$ cat src/rtl/adder_cla_pipe.sv
// adder_cla_pipe: pipelined carry-lookahead adder/subtractor with
// valid/ready handshake and backpressure.
//
// Parameters:
//   BW_DATA  operand/result width (multiple of BW_GRP)
//   BW_GRP   bits per lookahead group
//   N_STG    pipeline stages; (BW_DATA/BW_GRP) must be a multiple of N_STG
//
// Ports:
//   i_clk, i_rst        clock, synchronous active-high reset
//   i_valid / o_ready   input handshake
//   i_A, i_B, i_Cin     operands and carry-in (carry-in ignored when subtracting)
//   i_sub               0: A+B+Cin, 1: A-B
//   o_valid / i_ready   output handshake
//   o_S, o_Cout, o_Ovf  result, carry-out (1 = no borrow), signed overflow
//
// Optional feature macro: ADDER_CLA_PIPE_OVF_EN
//   defined   : o_Ovf computed from sign bits carried down the pipeline
//   undefined : o_Ovf tied to 0 and the sign-bit registers are absent
module adder_cla_pipe #(
  parameter int BW_DATA = 32,
  parameter int BW_GRP  = 4,
  parameter int N_STG   = 2
) (
  input  logic               i_clk,
  input  logic               i_rst,
  input  logic               i_valid,
  output logic               o_ready,
  input  logic [BW_DATA-1:0] i_A,
  input  logic [BW_DATA-1:0] i_B,
  input  logic               i_Cin,
  input  logic               i_sub,
  output logic               o_valid,
  input  logic               i_ready,
  output logic [BW_DATA-1:0] o_S,
  output logic               o_Cout,
  output logic               o_Ovf
);

  localparam int N_GRP = BW_DATA / BW_GRP;
  localparam int GPS   = N_GRP / N_STG;
  localparam int SEG   = GPS * BW_GRP;

  logic               w_stall;
  logic               w_adv;
  logic [BW_DATA-1:0] w_b_eff;
  logic               w_c0;

  // Whole pipe freezes when the output is held by downstream.
  assign w_stall = o_valid & ~i_ready;
  assign w_adv   = ~w_stall;
  assign o_ready = ~w_stall;

  // Subtract is A + ~B + 1, so the carry-in is forced high.
  assign w_b_eff = i_sub ? ~i_B : i_B;
  assign w_c0    = i_sub | i_Cin;

  // One segment of lookahead groups. Returns {carry_out, sum}.
  // Group carry-outs come from the group G/P terms, so the chain
  // between groups is one AND-OR per group.
  function automatic logic [SEG:0] f_cla(
    input logic [SEG-1:0] a,
    input logic [SEG-1:0] b,
    input logic           ci
  );
    logic [SEG-1:0] p;
    logic [SEG-1:0] g;
    logic [SEG-1:0] s;
    logic           c;
    logic           cb;
    logic           gg;
    logic           pg;
    p = a ^ b;
    g = a & b;
    s = '0;
    c = ci;
    for (int j = 0; j < GPS; j++) begin
      gg = 1'b0;
      pg = 1'b1;
      for (int i = 0; i < BW_GRP; i++) begin
        gg = g[j*BW_GRP+i] | (p[j*BW_GRP+i] & gg);
        pg = pg & p[j*BW_GRP+i];
      end
      cb = c;
      for (int i = 0; i < BW_GRP; i++) begin
        s[j*BW_GRP+i] = p[j*BW_GRP+i] ^ cb;
        cb = g[j*BW_GRP+i] | (p[j*BW_GRP+i] & cb);
      end
      c = gg | (pg & c);
    end
    return {c, s};
  endfunction

  for (genvar k = 0; k < N_STG; k++) begin : g_stg
    // Width of operand slices still to be consumed after this stage.
    localparam int HW = BW_DATA - (k + 1) * SEG;

    logic [SEG-1:0]       w_a;
    logic [SEG-1:0]       w_b;
    logic                 w_ci;
    logic                 w_vi;
    logic [SEG:0]         w_r;
    logic [(k+1)*SEG-1:0] w_s;
    logic                 r_vld;
    logic                 r_c;
    logic [(k+1)*SEG-1:0] r_s;
`ifdef ADDER_CLA_PIPE_OVF_EN
    logic                 w_sa;
    logic                 w_sb;
`endif

    if (k == 0) begin : g_src
      assign w_a  = i_A[SEG-1:0];
      assign w_b  = w_b_eff[SEG-1:0];
      assign w_ci = w_c0;
      assign w_vi = i_valid;
      assign w_s  = w_r[SEG-1:0];
`ifdef ADDER_CLA_PIPE_OVF_EN
      assign w_sa = i_A[BW_DATA-1];
      assign w_sb = w_b_eff[BW_DATA-1];
`endif
    end else begin : g_src
      assign w_a  = g_stg[k-1].g_hi.r_a[SEG-1:0];
      assign w_b  = g_stg[k-1].g_hi.r_b[SEG-1:0];
      assign w_ci = g_stg[k-1].r_c;
      assign w_vi = g_stg[k-1].r_vld;
      assign w_s  = {w_r[SEG-1:0], g_stg[k-1].r_s};
`ifdef ADDER_CLA_PIPE_OVF_EN
      assign w_sa = g_stg[k-1].g_hi.r_sa;
      assign w_sb = g_stg[k-1].g_hi.r_sb;
`endif
    end

    assign w_r = f_cla(w_a, w_b, w_ci);

    always_ff @(posedge i_clk) begin
      if (i_rst) begin
        r_vld <= 1'b0;
        r_c   <= 1'b0;
        r_s   <= '0;
      end else if (w_adv) begin
        r_vld <= w_vi;
        r_c   <= w_r[SEG];
        r_s   <= w_s;
      end
    end

    if (k < N_STG - 1) begin : g_hi
      logic [HW-1:0] w_an;
      logic [HW-1:0] w_bn;
      logic [HW-1:0] r_a;
      logic [HW-1:0] r_b;
`ifdef ADDER_CLA_PIPE_OVF_EN
      logic          r_sa;
      logic          r_sb;
`endif

      if (k == 0) begin : g_ld
        assign w_an = i_A[BW_DATA-1:SEG];
        assign w_bn = w_b_eff[BW_DATA-1:SEG];
      end else begin : g_ld
        assign w_an = g_stg[k-1].g_hi.r_a[HW+SEG-1:SEG];
        assign w_bn = g_stg[k-1].g_hi.r_b[HW+SEG-1:SEG];
      end

      always_ff @(posedge i_clk) begin
        if (i_rst) begin
          r_a <= '0;
          r_b <= '0;
        end else if (w_adv) begin
          r_a <= w_an;
          r_b <= w_bn;
        end
      end

`ifdef ADDER_CLA_PIPE_OVF_EN
      always_ff @(posedge i_clk) begin
        if (i_rst) begin
          r_sa <= 1'b0;
          r_sb <= 1'b0;
        end else if (w_adv) begin
          r_sa <= w_sa;
          r_sb <= w_sb;
        end
      end
`endif
    end else begin : g_out
`ifdef ADDER_CLA_PIPE_OVF_EN
      logic r_ovf;

      // Like-signed operands giving an opposite-signed result.
      always_ff @(posedge i_clk) begin
        if (i_rst) begin
          r_ovf <= 1'b0;
        end else if (w_adv) begin
          r_ovf <= (w_sa == w_sb) & (w_r[SEG-1] != w_sa);
        end
      end
`endif
    end
  end

  assign o_valid = g_stg[N_STG-1].r_vld;
  assign o_S     = g_stg[N_STG-1].r_s;
  assign o_Cout  = g_stg[N_STG-1].r_c;
`ifdef ADDER_CLA_PIPE_OVF_EN
  assign o_Ovf   = g_stg[N_STG-1].g_out.r_ovf;
`else
  assign o_Ovf   = 1'b0;
`endif

endmodule

$ cat config.mk
export PLATFORM = sky130hd
export DESIGN_NAME = adder_cla_pipe
export DESIGN_NICKNAME = d
export VERILOG_FILES = /design/src/rtl/adder_cla_pipe.sv
export SDC_FILE = /design/constraint.sdc
export NUM_CORES = 1
export LEC_CHECK = 0
export ABC_AREA = 1
export CAP_MARGIN = 20
export CORE_MARGIN = 3
export CORE_UTILIZATION = 45
export DETAILED_ROUTE_END_ITERATION = 8
export PLACE_DENSITY = 0.87
export SYNTH_ARGS = -nofsm -noshare
export SYNTH_HDL_FRONTEND = slang
export SYNTH_SLANG_ARGS = --single-unit
$ cat constraint.sdc
create_clock -name i_clk -period 3.3 [get_ports i_clk]
set_clock_uncertainty 0.1 [all_clocks]
set_input_delay 0.495 -clock i_clk [delete_from_list [all_inputs] [get_ports i_clk]]
set_output_delay 0.495 -clock i_clk [all_outputs]
set_load 0.01 [all_outputs]
==> metrics.md <==
| Metric | Value |
|---|---|
| Tcrit/Tclk final | 0.9785 |
| Pwr dens | 449.3 nW/um^2 |
| Min Clock Period, post-route | 3.229 ns |
| Hold Crit Depth | 2 |
| Vias | 3801 |
| Met2 Usage GRT | 0.3311 |
| Endpoint class of the critical path | flop |
| Worst hold endpoint | o_valid |
| Post-DRT Antenna Nets | 0 |
| Mapped Avg Cell Area | 8.469 um^2 |
| Reg2reg setup slack | 0.19 ns |
| Root Buffer Master | clkbuf_8 |
| Antenna violations before repair | 0 |
| Ranking of synthesized cells by area | dfxtp_1 (37%), fa_1 (11%), o21ai_0 (9.1%), ha_1 (8.9%), nor2_1 (8.0%) |
| Setup Buffers After CTS | 0 |
| Num rows | 35 |
| Post-synthesis sequential area ratio | 0.3732 |
| YS warnings | 0 |
| RR Endpoint | o_S[30] |
| Crit path required time | 3.41 ns |
| #FFs+latches synth | 84 |
| Area growth syn-to-layout | 34.80% |
| Vias in the first global route | 3734 |
| Clock Sinks | 84 |
| Total die area | 11250 um^2 |
| CTS tree | done |
| Outcome | finished clean |
| Global route total overflow | 0 |
| Final WL | 10.51 mm |
| DRC Markers | 0 |
| Mapped Cells | 532 |
| Final instance area | 6073 um^2 |
| Final hold vios | 0 |
| Synthesized net count | 658 |
| CTS H-tree depth | 3 |
| CORE AREA | 9503 um^2 |
| Leak Pwr | 2.733 nW |
| Post-DP Area | 5757 um^2 |
| Multi-input logic area | 2633 um^2 |
| Final setup vio count | 0 |
| R2R cell count | 11 |
| RD Place Congestion | 0.8521 |
| DR WL/cell | 13.69 um |
| Vias per Instance | 4.949 |
| Pre-antenna DRT Iters | 4 |
| Clk slew on worst S/H paths | 0.08 ns |
| Clk Latency, worst-skew pair | 0.34 ns |
| FF+latch area | 1682 um^2 |
| Clock tree buffer depth | 2 |
| Fill cells | 812 |
| Worst endpoint data arrival time | 3.34 ns |
| Nets | 760 |
| CTS hold repair buffers | 0 |
| Type of the most critical hold path | reg -> reg |
| Port buffer count | 104 |
| Max Slew Vio Count | 0 |
| Fin util | 0.6391 |
| Total chip power | 0.002729 W |
| Cell taking the most area after synthesis | dfxtp_1 |
| Die height | 106.1 um |
| Global-route wire length before repair | 17.02 mm |
| Initial Util | 0.4741 |
| WS Path Type | in -> reg |
| Yosys top cell area share | 0.3732 |
| Io pins | 106 |
| Largest net degree at the start of global routing | 119 |
| Mapped cell area | 4506 um^2 |
| Detail Placement HPWL | 7.777 mm |
| Die W | 106.1 um |
| Max Clk Rate | 309.7 MHz |
| Peak supply drop | 248.5 uV |
| Share of layout cells above drive strength 1 | 0.1064 |
| Antenna cells | 0 |
| Met3 usage | 0.02307 |
| Unique masters post-synth | 28 |
| Crit path launch type | input port |
| Worst r2r src | g_stg[0].g_hi.r_b[5] |
| RSZ-0062 raised after global routing | true |
| GRT Total Usage | 0.1854 |
| Clock buffer count from CTS | 9 |
| Initial DRC Count | 113 |
| Most Crowded Layer GR | met2 |
| CP Max Fanout | 3 |
| Min-delay src | g_stg[0].r_vld |
| # Max-Cap Violations | 0 |
| Routing usage on met1 | 0.2293 |
Yosys cell counts:
master,number
nor2_1,96
dfxtp_1,84
o21ai_0,82
a21oi_1,48
inv_1,40
ha_1,32
xnor2_1,32
nand2_1,30
fa_1,24
clkbuf_1,16
buf_2,11
xor2_1,8
nand3_1,7
buf_4,3
a211oi_1,2
a21oi_2,2
buf_6,2
nor2_4,2
o21bai_1,2
and2_1,1
conb_1,1
inv_2,1
nand3b_1,1
nor2_2,1
nor3b_1,1
o21a_1,1
o21ai_1,1
or2_2,1
registers in the layout, summed over array words and instances (netlist names):
name,flops
g_stg.r_vld,1
g_stg.r_c,1
g_stg.r_s,16
o_Cout,1
g_stg.g_hi.r_a,16
o_valid,1
o_S,32
g_stg.g_hi.r_b,16
metal layers:
layer	wire length [um]	up-vias
met4	229	0
li1	-	1920
met3	347	19
met2	5496	81
met5	0	-
met1	4437	1781
cell usage in the layout, fill, tap and decap left out, types with 2 or more instances in the layout:
master	n
fa_1	19
clkinvlp_4	2
o21ai_1	2
nor2_1	96
ha_1	31
fa_2	5
o21bai_1	2
a21oi_1	47
inv_2	3
inv_1	37
dlymetal6s2s_1	5
xnor2_2	6
nand3_1	6
nand2_2	7
a211oi_1	2
nor2_4	2
nand2_1	23
dlygate4sd2_1	2
o21ai_0	81
bufinv_16	2
xnor2_1	25
a21oi_2	3
clkdlybuf4s50_1	96
clkinv_2	2
buf_12	3
clkbuf_8	9
xor2_1	7
buf_4	16
dfxtp_1	84
how the worst max path moves through the flow:
stage                start                to  slack [ns]
global placement    i_B[0]  g_stg[0].r_s[15]       -0.33
floorplan            i_sub  g_stg[0].r_s[14]     -0.0003
finish              i_A[2]  g_stg[0].r_s[15]        0.07
CTS                 i_B[2]  g_stg[0].r_s[15]        0.04
global route        i_B[1]  g_stg[0].r_s[15]       -0.04
detailed placement  i_B[1]  g_stg[0].r_s[11]       -0.46
power by group:
group	total (W)	internal, W	switching, W
sequential	0.00121	0.00114	0.0000755
clock	0.000779	0.000426	0.000353
combinational	0.000736	0.000388	0.000347
repair_timing:
action                                  CTS  global route
gates resized for setup                   4            23
endpoints found under the setup margin    3             5
pin swaps                                 1             9
worst max-delay path, cell delays in order:
cell and delay (ns):
clkdlybuf4s50_1 0.44, ha_1 0.37, nand2_1 0.08, inv_1 0.08, a21oi_2 0.06, nand2_2 0.09, nand2_2 0.05, nand2_2 0.09
nand2_2 0.05, nand2_2 0.06, inv_2 0.04, fa_2 0.39, fa_2 0.41, fa_2 0.39, xor2_1 0.16, a21oi_1 0.08
final cells by class:
type                    count  share of cell area
clock inverters             6             0.01463
well taps                 129             0.02658
multi-input cells         375              0.4335
flip-flops and latches     84              0.2769
clock buffers              10             0.02101
repair buffers            123              0.2019
inverters                  41             0.02555
stage by stage:
step	setup WS, ns	instances	hold WS, ns	TNS [ns]
finish	0.07107	768	0.3795	0
CTS	0.04059	768	0.3821	0
detailed placement	-0.4641	752	0.3628	-2.296
global route	-0.03625	768	0.4072	-0.03625
global placement	-0.3348	752	0.3567	-1.586
floorplan	-0.0003360	532	0.3411	-0.0003360
cells by family (layout without fill, tap and decap cells):
kind of cell	after synthesis	in the layout	synth area share
simple gates	140	140	0.1252
compound gates	138	138	0.1577
flops	84	84	0.3732
buf+inv	73	180	0.06970
fa+ha+maj	56	56	0.1955
xor+xnor	40	40	0.07776
other cells	1	1	0.0008323
(Power assumes the default switching activity.)
